--- config.mk ---
export PLATFORM = sky130hd
export DESIGN_NAME = grf_mp_flat
export DESIGN_NICKNAME = d
export VERILOG_FILES = /design/src/rtl/grf_pkg.sv /design/src/rtl/grf_mp_if.sv /design/src/rtl/grf_scoreboard.sv /design/src/rtl/grf_mp.sv /design/src/flat_wrapper.sv
export SDC_FILE = /design/constraint.sdc
export NUM_CORES = 2
export LEC_CHECK = 0
export BUFFER_PORTS_ARGS = -buffer_cell sky130_fd_sc_hd__buf_2
export CORE_ASPECT_RATIO = 1.5
export CORE_MARGIN = 5
export CORE_UTILIZATION = 40
export CTS_CLUSTER_SIZE = 25
export DETAILED_ROUTE_END_ITERATION = 6
export GPL_TIMING_DRIVEN = 0
export PLACE_DENSITY = 0.66
export SLEW_MARGIN = 20
export SYNTH_ARGS = -nofsm -noshare
export SYNTH_HDL_FRONTEND = slang
export SYNTH_SLANG_ARGS = --single-unit
--- constraint.sdc ---
create_clock -name clk -period 5.12 [get_ports clk]
set_input_delay 0.768 -clock clk [delete_from_list [all_inputs] [get_ports clk]]
set_output_delay 0.768 -clock clk [all_outputs]
set_load 0.02 [all_outputs]
--- src/rtl/grf_pkg.sv ---
// Shared constants for the general register file and the decode/hazard unit.
package grf_pkg;

  localparam int GRF_DATA_W   = 32;
  localparam int GRF_ADDR_W   = 5;
  localparam int GRF_ZERO_REG = 0;

  // Number of architectural registers addressed by an aw-bit register index.
  function automatic int grf_depth(input int aw);
    return 1 << aw;
  endfunction

endpackage

--- src/rtl/grf_mp_if.sv ---
// Register-file bus: read ports, two write ports and the scoreboard controls.
// master = decode/writeback side, slave = the register file.
interface grf_mp_if
  import grf_pkg::*;
#(
  parameter int DATA_W = GRF_DATA_W,
  parameter int ADDR_W = GRF_ADDR_W,
  parameter int NUM_RD = 2
) ();

  logic [NUM_RD*ADDR_W-1:0] rd_addr;
  logic [NUM_RD*DATA_W-1:0] rd_data;
  logic [NUM_RD-1:0]        rd_busy;

  logic                     wr0_en;
  logic [ADDR_W-1:0]        wr0_addr;
  logic [DATA_W-1:0]        wr0_data;

  logic                     wr1_en;
  logic [ADDR_W-1:0]        wr1_addr;
  logic [DATA_W-1:0]        wr1_data;

  logic                     sb_set;
  logic [ADDR_W-1:0]        sb_addr;
  logic [ADDR_W:0]          busy_cnt;
  logic                     sb_err;

  modport master (
    output rd_addr, wr0_en, wr0_addr, wr0_data,
           wr1_en, wr1_addr, wr1_data, sb_set, sb_addr,
    input  rd_data, rd_busy, busy_cnt, sb_err
  );

  modport slave (
    input  rd_addr, wr0_en, wr0_addr, wr0_data,
           wr1_en, wr1_addr, wr1_data, sb_set, sb_addr,
    output rd_data, rd_busy, busy_cnt, sb_err
  );

endinterface

--- src/rtl/grf_scoreboard.sv ---
// Pending-register scoreboard: one bit per register awaiting a long-latency
// result, a registered count of pending registers and a double-issue error pulse.
module grf_scoreboard
  import grf_pkg::*;
#(
  parameter int ADDR_W = GRF_ADDR_W,
  parameter int NUM_RD = 2
) (
  input  logic                     clk,
  input  logic                     reset,
  input  logic                     sb_set,
  input  logic [ADDR_W-1:0]        sb_addr,
  input  logic                     clr_en,
  input  logic [ADDR_W-1:0]        clr_addr,
  input  logic [NUM_RD*ADDR_W-1:0] lk_addr,
  output logic [NUM_RD-1:0]        lk_busy,
  output logic [ADDR_W:0]          busy_cnt,
  output logic                     sb_err
);

  localparam int DEPTH = grf_depth(ADDR_W);
  localparam int CNT_W = ADDR_W + 1;
  localparam logic [ADDR_W-1:0] ZERO_ADDR = ADDR_W'(GRF_ZERO_REG);

  logic [DEPTH-1:0] pend_reg;
  logic [DEPTH-1:0] pend_next;
  logic [CNT_W-1:0] cnt_reg;
  logic [CNT_W-1:0] cnt_next;
  logic             err_reg;
  logic             err_next;
  logic             set_hit;
  logic             clr_hit;

  // Next pending vector: clear first so a same-cycle set on the same register wins.
  always_comb begin
    set_hit   = sb_set && (sb_addr != ZERO_ADDR);
    clr_hit   = clr_en && (clr_addr != ZERO_ADDR);
    pend_next = pend_reg;
    if (clr_hit) pend_next[clr_addr] = 1'b0;
    if (set_hit) pend_next[sb_addr]  = 1'b1;
    err_next  = set_hit && pend_reg[sb_addr] && !(clr_hit && (clr_addr == sb_addr));
    cnt_next  = '0;
    for (int i = 0; i < DEPTH; i++) begin
      cnt_next = cnt_next + CNT_W'(pend_next[i]);
    end
  end

  // Scoreboard state register.
  always_ff @(posedge clk or negedge reset) begin
    if (!reset) begin
      pend_reg <= '0;
      cnt_reg  <= '0;
      err_reg  <= 1'b0;
    end else begin
      pend_reg <= pend_next;
      cnt_reg  <= cnt_next;
      err_reg  <= err_next;
    end
  end

  assign busy_cnt = cnt_reg;
  assign sb_err   = err_reg;

  // Per-read-port lookup of the current pending bit.
  for (genvar gi = 0; gi < NUM_RD; gi++) begin : g_lookup
    assign lk_busy[gi] = pend_reg[lk_addr[gi*ADDR_W +: ADDR_W]];
  end

endmodule

--- src/rtl/grf_mp.sv ---
// Multi-port general register file with pending scoreboard.
// Build option: define GRF_BYPASS_EN for same-cycle write-to-read forwarding
// (zero-cycle write->read latency); without it reads come from the array only.
module grf_mp
  import grf_pkg::*;
#(
  parameter int DATA_W = GRF_DATA_W,
  parameter int ADDR_W = GRF_ADDR_W,
  parameter int NUM_RD = 2
) (
  input logic     clk,
  input logic     reset,
  grf_mp_if.slave bus
);

  localparam int DEPTH = grf_depth(ADDR_W);
  localparam logic [ADDR_W-1:0] ZERO_ADDR = ADDR_W'(GRF_ZERO_REG);

  logic [DATA_W-1:0] regs [DEPTH];
  logic [NUM_RD-1:0] lk_busy;
  logic              wr0_hit;
  logic              wr1_hit;

  // Writes aimed at the zero register are discarded here once for all uses.
  assign wr0_hit = bus.wr0_en && (bus.wr0_addr != ZERO_ADDR);
  assign wr1_hit = bus.wr1_en && (bus.wr1_addr != ZERO_ADDR);

  for (genvar gi = 0; gi < DEPTH; gi++) begin : g_reg
    if (gi == GRF_ZERO_REG) begin : g_zero
      assign regs[gi] = '0;
    end else begin : g_store
      logic [DATA_W-1:0] q_reg;
      // Register storage; the pipeline port has priority over the long-latency port.
      always_ff @(posedge clk or negedge reset) begin
        if (!reset) begin
          q_reg <= '0;
        end else if (wr0_hit && (bus.wr0_addr == ADDR_W'(gi))) begin
          q_reg <= bus.wr0_data;
        end else if (wr1_hit && (bus.wr1_addr == ADDR_W'(gi))) begin
          q_reg <= bus.wr1_data;
        end
      end
      assign regs[gi] = q_reg;
    end
  end

  // A long-latency writeback is what retires a pending register.
  grf_scoreboard #(
    .ADDR_W (ADDR_W),
    .NUM_RD (NUM_RD)
  ) u_sb (
    .clk      (clk),
    .reset    (reset),
    .sb_set   (bus.sb_set),
    .sb_addr  (bus.sb_addr),
    .clr_en   (bus.wr1_en),
    .clr_addr (bus.wr1_addr),
    .lk_addr  (bus.rd_addr),
    .lk_busy  (lk_busy),
    .busy_cnt (bus.busy_cnt),
    .sb_err   (bus.sb_err)
  );

  for (genvar gi = 0; gi < NUM_RD; gi++) begin : g_rd
    logic [ADDR_W-1:0] ra;
    assign ra = bus.rd_addr[gi*ADDR_W +: ADDR_W];
`ifdef GRF_BYPASS_EN
    logic [DATA_W-1:0] data;
    logic              busy;
    // Forward the in-flight write to this read port; wr0 beats wr1, the
    // zero register never forwards because both hits exclude it.
    always_comb begin
      data = regs[ra];
      busy = lk_busy[gi];
      if (wr0_hit && (bus.wr0_addr == ra)) begin
        data = bus.wr0_data;
      end else if (wr1_hit && (bus.wr1_addr == ra)) begin
        data = bus.wr1_data;
      end
      if (wr1_hit && (bus.wr1_addr == ra) && !(bus.sb_set && (bus.sb_addr == ra))) begin
        busy = 1'b0;
      end
    end
    assign bus.rd_data[gi*DATA_W +: DATA_W] = data;
    assign bus.rd_busy[gi]                  = busy;
`else
    assign bus.rd_data[gi*DATA_W +: DATA_W] = regs[ra];
    assign bus.rd_busy[gi]                  = lk_busy[gi];
`endif
  end

endmodule
--- src/flat_wrapper.sv ---
// flat-port wrapper written by rule: the top's interface ports become plain ports
module grf_mp_flat import grf_pkg::*;
#(
  parameter int DATA_W = GRF_DATA_W,
  parameter int ADDR_W = GRF_ADDR_W,
  parameter int NUM_RD = 2
)
  (clk, reset, bus_rd_addr, bus_wr0_en, bus_wr0_addr, bus_wr0_data, bus_wr1_en, bus_wr1_addr, bus_wr1_data, bus_sb_set, bus_sb_addr, bus_rd_data, bus_rd_busy, bus_busy_cnt, bus_sb_err);
  grf_mp_if #(.DATA_W(DATA_W), .ADDR_W(ADDR_W), .NUM_RD(NUM_RD)) bus_i ();
  input logic clk;
  input logic reset;
  input wire logic [$bits(bus_i.rd_addr)-1:0] bus_rd_addr;
  input wire logic [$bits(bus_i.wr0_en)-1:0] bus_wr0_en;
  input wire logic [$bits(bus_i.wr0_addr)-1:0] bus_wr0_addr;
  input wire logic [$bits(bus_i.wr0_data)-1:0] bus_wr0_data;
  input wire logic [$bits(bus_i.wr1_en)-1:0] bus_wr1_en;
  input wire logic [$bits(bus_i.wr1_addr)-1:0] bus_wr1_addr;
  input wire logic [$bits(bus_i.wr1_data)-1:0] bus_wr1_data;
  input wire logic [$bits(bus_i.sb_set)-1:0] bus_sb_set;
  input wire logic [$bits(bus_i.sb_addr)-1:0] bus_sb_addr;
  output wire logic [$bits(bus_i.rd_data)-1:0] bus_rd_data;
  output wire logic [$bits(bus_i.rd_busy)-1:0] bus_rd_busy;
  output wire logic [$bits(bus_i.busy_cnt)-1:0] bus_busy_cnt;
  output wire logic [$bits(bus_i.sb_err)-1:0] bus_sb_err;
  assign bus_i.rd_addr = bus_rd_addr;
  assign bus_i.wr0_en = bus_wr0_en;
  assign bus_i.wr0_addr = bus_wr0_addr;
  assign bus_i.wr0_data = bus_wr0_data;
  assign bus_i.wr1_en = bus_wr1_en;
  assign bus_i.wr1_addr = bus_wr1_addr;
  assign bus_i.wr1_data = bus_wr1_data;
  assign bus_i.sb_set = bus_sb_set;
  assign bus_i.sb_addr = bus_sb_addr;
  assign bus_rd_data = bus_i.rd_data;
  assign bus_rd_busy = bus_i.rd_busy;
  assign bus_busy_cnt = bus_i.busy_cnt;
  assign bus_sb_err = bus_i.sb_err;
  grf_mp #(.DATA_W(DATA_W), .ADDR_W(ADDR_W), .NUM_RD(NUM_RD)) u_core (.clk(clk), .reset(reset), .bus(bus_i));
endmodule
# --- Word-level counts from Yosys, hierarchy flattened ---
# Cells that the tools add are included.
# Widths: inputs -> output; s select.
word_totals:
  regBits: 1031
  output_inout_bits: 73
classes:
  addsub: 31
  magnitude_cmp: 8
  n_eq_ne: 63
  muxes: 80
  n_bitwise: 5
  reduce_logical: 105
op_table:
  columns: ["operator", "n"]
  rows:
  - ["$mux 32", 68]
  - ["$bmux 32 s5", 2]
  - ["$eq 5x5->1 const B", 32]
  - ["$add 6x1->6", 26]
  - ["$eq 5x4->1 const B", 16]
  - ["$logic_and 1x1->1", 70]
  - ["$reduce_bool 2->1", 31]
  - ["$eq 5x3->1 const B", 8]
  - ["$and 32x32->32", 1]
  - ["$not 32->32", 1]
  - ["$or 32x32->32", 1]
  - ["$lt 5x6->1 const B", 4]
  - ["$eq 5x2->1 const B", 4]
  - ["$bmux 1 s5", 3]
  - ["$reduce_bool 5->1", 3]
  - ["$ge 6x6->1 const B", 2]
  - ["$not 5->6", 2]
  - ["$demux 1 s5", 2]
  - ["$eq 5x1->1 const B", 2]
  - ["$ge 5x1->1 const B", 2]
  - ["$add 5x1->6", 1]
  - ["$add 4x1->5", 1]
  - ["$eq 5x5->1", 1]
  - ["$mux 1", 5]
  - ["other kinds (4)", 4]

# --- Logic depth before layout (Yosys ltp) ---
depth:
  ltp_word: 40
  depth_mapped: 23

# --- By module ---
# A second synthesis with hierarchy kept.
unflattened:
  cells_unflattened: 6285
  hier_area_um2: 66266.1
modules_own_cells:
  columns: ["module", "instances", "cells_per_inst", "area_each_um2"]
  rows:
  - ["grf_mp", 1, 5977, 62959.1]
  - ["grf_scoreboard", 1, 308, 3306.9]

# --- Worst setup path before layout ---
# No wires, ideal clock.
synth_path:
  path_kind: "input port to flip-flop"
  from: "input port bus_sb_addr[0]"
  to: "register u_core.u_sb.cnt_reg[4], in the netlist u_core.u_sb.busy_cnt[4]"
  setup_ns: 0.123
  t_arrival_ns: 5.805
  required_time_ns: 4.997
  slack_ns: -0.807
  cell_stages: 22
  n_path_buf: 2
  path_cell_list: "buf_2 -> buf_1 -> nor2_1 -> nor4_1 -> a22o_1 -> inv_1 -> fa_1 -> inv_1 -> fa_1 -> fa_1 -> fa_1 -> inv_1 -> fa_1 -> fa_1 -> inv_1 -> ha_1 -> inv_1 -> fa_1 -> inv_1 -> a21o_1 -> a21oi_1 -> xnor2_1"
synth_via:
  elab_chain_len: 37
  elab_cells_between_ends: 40
  classes_between: "31 x add/sub; 2 x order compare; 3 x mux; 1 x bitwise; 3 x reduce/logical"
synth_rtl:
  columns: ["item", "line_no", "source"]
  rows:
  - ["start: declaration", "flat_wrapper.sv:20", "input wire logic [$bits(bus_i.sb_addr)-1:0] bus_sb_addr;"]
  - ["$lt 5x6->1 (implied by the code) / $ge 5x1->1 (equally long branches)", "grf_scoreboard.sv:40", "if (set_hit) pend_next[sb_addr] = 1'b1;"]
  - ["$logic_and 1x1->1 (implied by the code)", "grf_scoreboard.sv:40", null]
  - ["$mux 1 (implied by the code)", "grf_scoreboard.sv:40", null]
  - ["$demux 1 s5", "grf_scoreboard.sv:40", null]
  - ["$or 32x32->32 (no source line)", null, null]
  - ["$mux 32 *", "grf_scoreboard.sv:40", null]
  - ["named net u_core.u_sb.pend_next[1]", "grf_scoreboard.sv:26", "logic [DEPTH-1:0] pend_next;"]
  - ["$add 1x1->2 *", "grf_scoreboard.sv:44", "cnt_next = cnt_next + CNT_W'(pend_next[i]);"]
  - ["$add 2x1->3 *", "grf_scoreboard.sv:44", null]
  - ["$add 3x1->4 *", "grf_scoreboard.sv:44", null]
  - ["$add 4x1->5 *", "grf_scoreboard.sv:44", null]
  - ["$add 5x1->6 *", "grf_scoreboard.sv:44", null]
  - ["$add 6x1->6 * (26 in a row)", "grf_scoreboard.sv:44", null]
  - ["named net u_core.u_sb.cnt_next[4]", "grf_scoreboard.sv:28", "logic [CNT_W-1:0] cnt_next;"]
  - ["end signal: assignment", "grf_scoreboard.sv:56", "cnt_reg <= cnt_next;"]
  - ["end: declaration", "grf_scoreboard.sv:27", "logic [CNT_W-1:0] cnt_reg;"]
# The timed path passes the listed nets; every way through them passes the cells marked *.
# A chain may end at the register's enable or synchronous reset.

# --- Final worst setup path ---
layout_path:
  from: "input port bus_rd_addr[1]"
  to: "output port bus_rd_data[20]"
layout_via:
  elab_chain_len: 4
layout_rtl:
  columns: ["item", "line_no", "source"]
  rows:
  - ["start: declaration", "flat_wrapper.sv:12", "input wire logic [$bits(bus_i.rd_addr)-1:0] bus_rd_addr;"]
  - ["$not 5->6 (implied by the code)", "grf_mp.sv:87", "assign bus.rd_data[gi*DATA_W +: DATA_W] = regs[ra];"]
  - ["$bmux 32 s5", "grf_mp.sv:87", null]
  - ["$mux 32 (implied by the code) (2 in a row)", "grf_mp.sv:87", null]
  - ["end: declaration", "flat_wrapper.sv:21", "output wire logic [$bits(bus_i.rd_data)-1:0] bus_rd_data;"]
# Every way passes these cells. The select of a mux whose other input is x is not followed.

==> reports/results.ini <==
[run_status]
status=complete, but fails checks
failed_checks=DRC, hold timing, capacitance limit, slew limit, setup timing

[drt]
drc=5
drt-wirelength-per-cell_um=35.9
viasPerCell=6.77
wl_um=316000
drtIter0Drc=9432
postRouteAntennaNets=0
firstDrtPassIters=7
vias=59640

[sta]
min_period_ns=5.33
finClkSkew_ns=0.0192
finalHoldWorstSlack_ns=-0.0116
hold_viol=3
fmaxAchievable_mhz=188
fin_crit_sh_pct=104
slew-limit-headroom_pct=-4.39
worstMarginPinSlew_ns=1.56
setup_viol=7
drv_slew=7
postLayoutSetupSlackWorst_ns=-0.212
rsz0062_at_grt=yes

[grt]
grtUsageMet1_pct=40.4
grt_use_total_pct=35.5
grt_max_degree=128
grt_pass1_vias=59415
grt.busiest_layer=met2
grt_pass1_wl_um=438000
overflow=0
grt_use_met2_pct=53.0
grt.met3_usage_pct=11.5
antenna_found_initial=25

[clocking]
clkLatencyLatePin_ns=0.80
numCtsBuffers=106
cts-root-buf=clkbuf_16
cts_tree=yes
numClockSinks=1031
clkTransAtPathRegs_ns=0.06
cts.hold.buffers_added=0
cts_buffer_depth=3
htreeDepth=3

[pwr]
power_leakage_uw=0.0325
share_seq_of_total_power_pct=37.3
p_int_uw=21000
power_frac_comb_pct=36.6
clkPwrFrac_pct=26.1
p_per_area_mw_per_mm2=450
switching_power_uw=12200
p_sw_share_pct=36.7
ir_drop_mv=1.43

[synth]
syn-cell-area_mm2=0.0654
syn_area_per_cell_um2=10.4
synth_edf_count=0
ys_types=65
postSynthCellCount=6291
synth_seq_area_share_pct=39.4
ys_warn_count=0
syn-num-nets=6416
ys_seq_elements=1031
ys.flop_type=dfrtp_1
synthArstFlopShare_pct=100

[run]
drv_cap=1

[floorplan]
core_mm2=0.162
rows=181
start_util_pct=40.3
die_y_um=505
die_w_um=340
io_pins=167
dieArea_mm2=0.172

[critical_path]
path_cells=buf_2 > clkbuf_1 > nand2b_1 > clkbuf_1 > o22ai_1 > o31ai_1 > o21ai_0 > buf_2
cp_slowest_stage_delay_ns=0.93
worstPathArrival_ns=4.56
end_kind=output port
crit_slowest_cell=clkbuf_1
crit_required_ns=4.35
worstPathMaxFanout=10
crit_buf_inv=4
path_class=in2out
crit_family=buffers and inverters
startpoint_type=input pin

[final_layout]
nets=6722
utilization_pct=45.5
drive_above_1_share_pct=19.1
instances_no_fill=8812
fillCellCount=15254
seq_area_mm2=0.0258
multi_input_area_mm2=0.0368
largest_reg_flops=992
area_delta_synth_final_pct=12.8

[placement]
gp_congestion=1.04
place_inst=8566
hpwlAfterDp_um=232000
io_buffers=153

[worst_hold_path]
min_path_type=in2async

-- cell usage after synthesis, types with 2 or more instances --
cell type,n,share of area (%)
a21o_1,10,0.11
a21oi_1,813,6.2
a21oi_2,28,0.37
a22o_1,144,1.9
a22oi_1,66,0.76
and2_1,5,0.048
and4b_1,2,0.031
buf_1,55,0.32
buf_2,214,1.6
buf_4,10,0.11
buf_6,7,0.12
clkbuf_1,437,2.5
dfrtp_1,1031,39
fa_1,24,0.73
ha_1,7,0.13
inv_1,38,0.22
mux2_2,98,1.7
mux2i_1,1156,18
mux4_2,408,14
nand2_1,330,1.9
nand2_2,3,0.029
nand2b_1,16,0.15
nand3_1,16,0.12
nand3b_1,2,0.023
nand4_1,5,0.048
nor2_1,851,4.9
nor2b_1,19,0.18
nor3_1,5,0.038
nor3_2,11,0.17
nor4_1,3,0.029
o21a_1,2,0.023
o21ai_0,326,2.5
o21ai_1,6,0.046
o221ai_1,32,0.43
o22ai_1,35,0.33
o2bb2ai_1,3,0.040
o31ai_1,32,0.37
o31ai_2,2,0.038
o41ai_2,2,0.050
or2_2,2,0.019
or3_1,4,0.038
or4_1,2,0.023
xnor2_1,4,0.054
xor2_1,4,0.054
-- final timing paths --
check                                                   start                                 end  slack, ns  cells after the start
max in group asynchronous                               reset   u_core.g_reg[17].g_store.q_reg[6]       2.28                      5
hold reg to reg            u_core.g_reg[28].g_store.q_reg[19]  u_core.g_reg[28].g_store.q_reg[19]       0.50                      2
hold / removal                                          reset  u_core.g_reg[28].g_store.q_reg[27]      -0.01                      1
setup / recovery                               bus_rd_addr[1]                     bus_rd_data[20]      -0.21                      8
min in group clk                             bus_wr0_data[15]  u_core.g_reg[28].g_store.q_reg[15]       0.31                      3
setup reg to reg                     u_core.u_sb.pend_reg[17]             u_core.u_sb.busy_cnt[4]       0.18                     18
-- timing repair --
| item | CTS | global route |
|---|---|---|
| setup buffers | 5 | 22 |
| pin swaps | 11 | 17 |
| resized for setup | 44 | 77 |
| endpoints found under the setup margin | 17 | 33 |
| cloned | 0 | 1 |
-- cells by family (layout without fill, tap and decap cells) --
| logic type | after synthesis | count (layout) | synth area share, % |
|---|---|---|---|
| AO/OA/AOI/OAI | 1515 | 1515 | 13.4 |
| other | 0 | 21 | 0 |
| flip-flops | 1031 | 1031 | 39.4 |
| buffers and inverters | 762 | 1158 | 4.93 |
| adder cells (fa/ha/maj) | 31 | 31 | 0.868 |
| AND/OR/NAND/NOR | 1282 | 1282 | 7.83 |
| multiplexers | 1662 | 1662 | 33.4 |
| XOR/XNOR | 8 | 8 | 0.107 |
-- routing by layer --
| layer | part of all wire, % | routed length [um] | vias to the layer above |
|---|---|---|---|
| li1 | - | - | 23519 |
| met1 | 33 | 105000 | 29774 |
| met2 | 43 | 136000 | 4763 |
| met3 | 12 | 38000 | 1560 |
| met4 | 12 | 36900 | 24 |
| met5 | 0.069 | 218 | - |
-- layout by cell type (no fill, tap or decap), types with 15 or more instances in the layout --
master,netlist,final
mux2i_1,1156,1156
dfrtp_1,1031,1031
nor2_1,851,840
a21oi_1,813,810
clkbuf_1,437,421
mux4_2,408,408
buf_2,214,356
nand2_1,330,325
o21ai_0,326,311
a22o_1,144,144
clkbuf_16,0,107
mux2_2,98,98
a22oi_1,66,65
buf_1,55,45
buf_4,10,39
o22ai_1,35,34
clkbuf_2,0,33
inv_1,38,32
o221ai_1,32,32
o31ai_1,32,31
a21oi_2,28,30
clkbuf_8,0,25
clkinv_2,0,23
diode_2,0,21
fa_1,24,19
o21ai_1,6,18
buf_6,7,17
nor2b_1,19,15
-- power groups by stage --
stage	sequential, uW	combinational, uW	clock (uW)
finish	12400	12200	8670
global route	12600	13100	8920
CTS	12300	11300	8620
detailed placement	12400	11000	0
global placement	12200	10700	0
floorplan	11700	7830	0
-- layout make-up --
type / count / share of cell area [%]
buffer: 722 / 4.38
tap: 2104 / 3.57
clock inverter: 49 / 0.907
clock buffer: 149 / 4.14
inverter: 38 / 0.193
antenna: 21 / 0.0712
sequential: 1031 / 34.9
timing repair buffer: 200 / 1.90
multi-input combinational: 4498 / 49.9
-- worst reg2reg max path, stage by stage (launching register included) --
cell	delay [ns]
dfrtp_1	0.43
a22o_1	0.25
fa_1	0.57
inv_2	0.05
fa_1	0.53
inv_1	0.05
fa_2	0.43
fa_2	0.58
inv_2	0.03
fa_1	0.49
fa_1	0.43
inv_2	0.08
ha_4	0.13
inv_2	0.03
fa_2	0.34
inv_2	0.05
a21o_1	0.12
a21oi_2	0.07
xnor2_2	0.20
-- through the flow --
stage / area (um^2) / total power, uW / TNS (ns) / hold slack [ns] / setup WS (ns)
floorplan: 65600 / 19600 / -1.77 / 0.461 / -0.464
global route: 73800 / 34600 / -0.173 / 0.0664 / -0.141
CTS: 73400 / 32100 / -0.171 / 0.0405 / -0.151
global placement: 69000 / 23000 / - / 0.480 / -20.53
detailed placement: 69500 / 23400 / -6.84 / 0.489 / -1.30
finish: 73800 / 33200 / -0.585 / -0.0116 / -0.212
No activity file was read; power rests on OpenSTA's default activity.
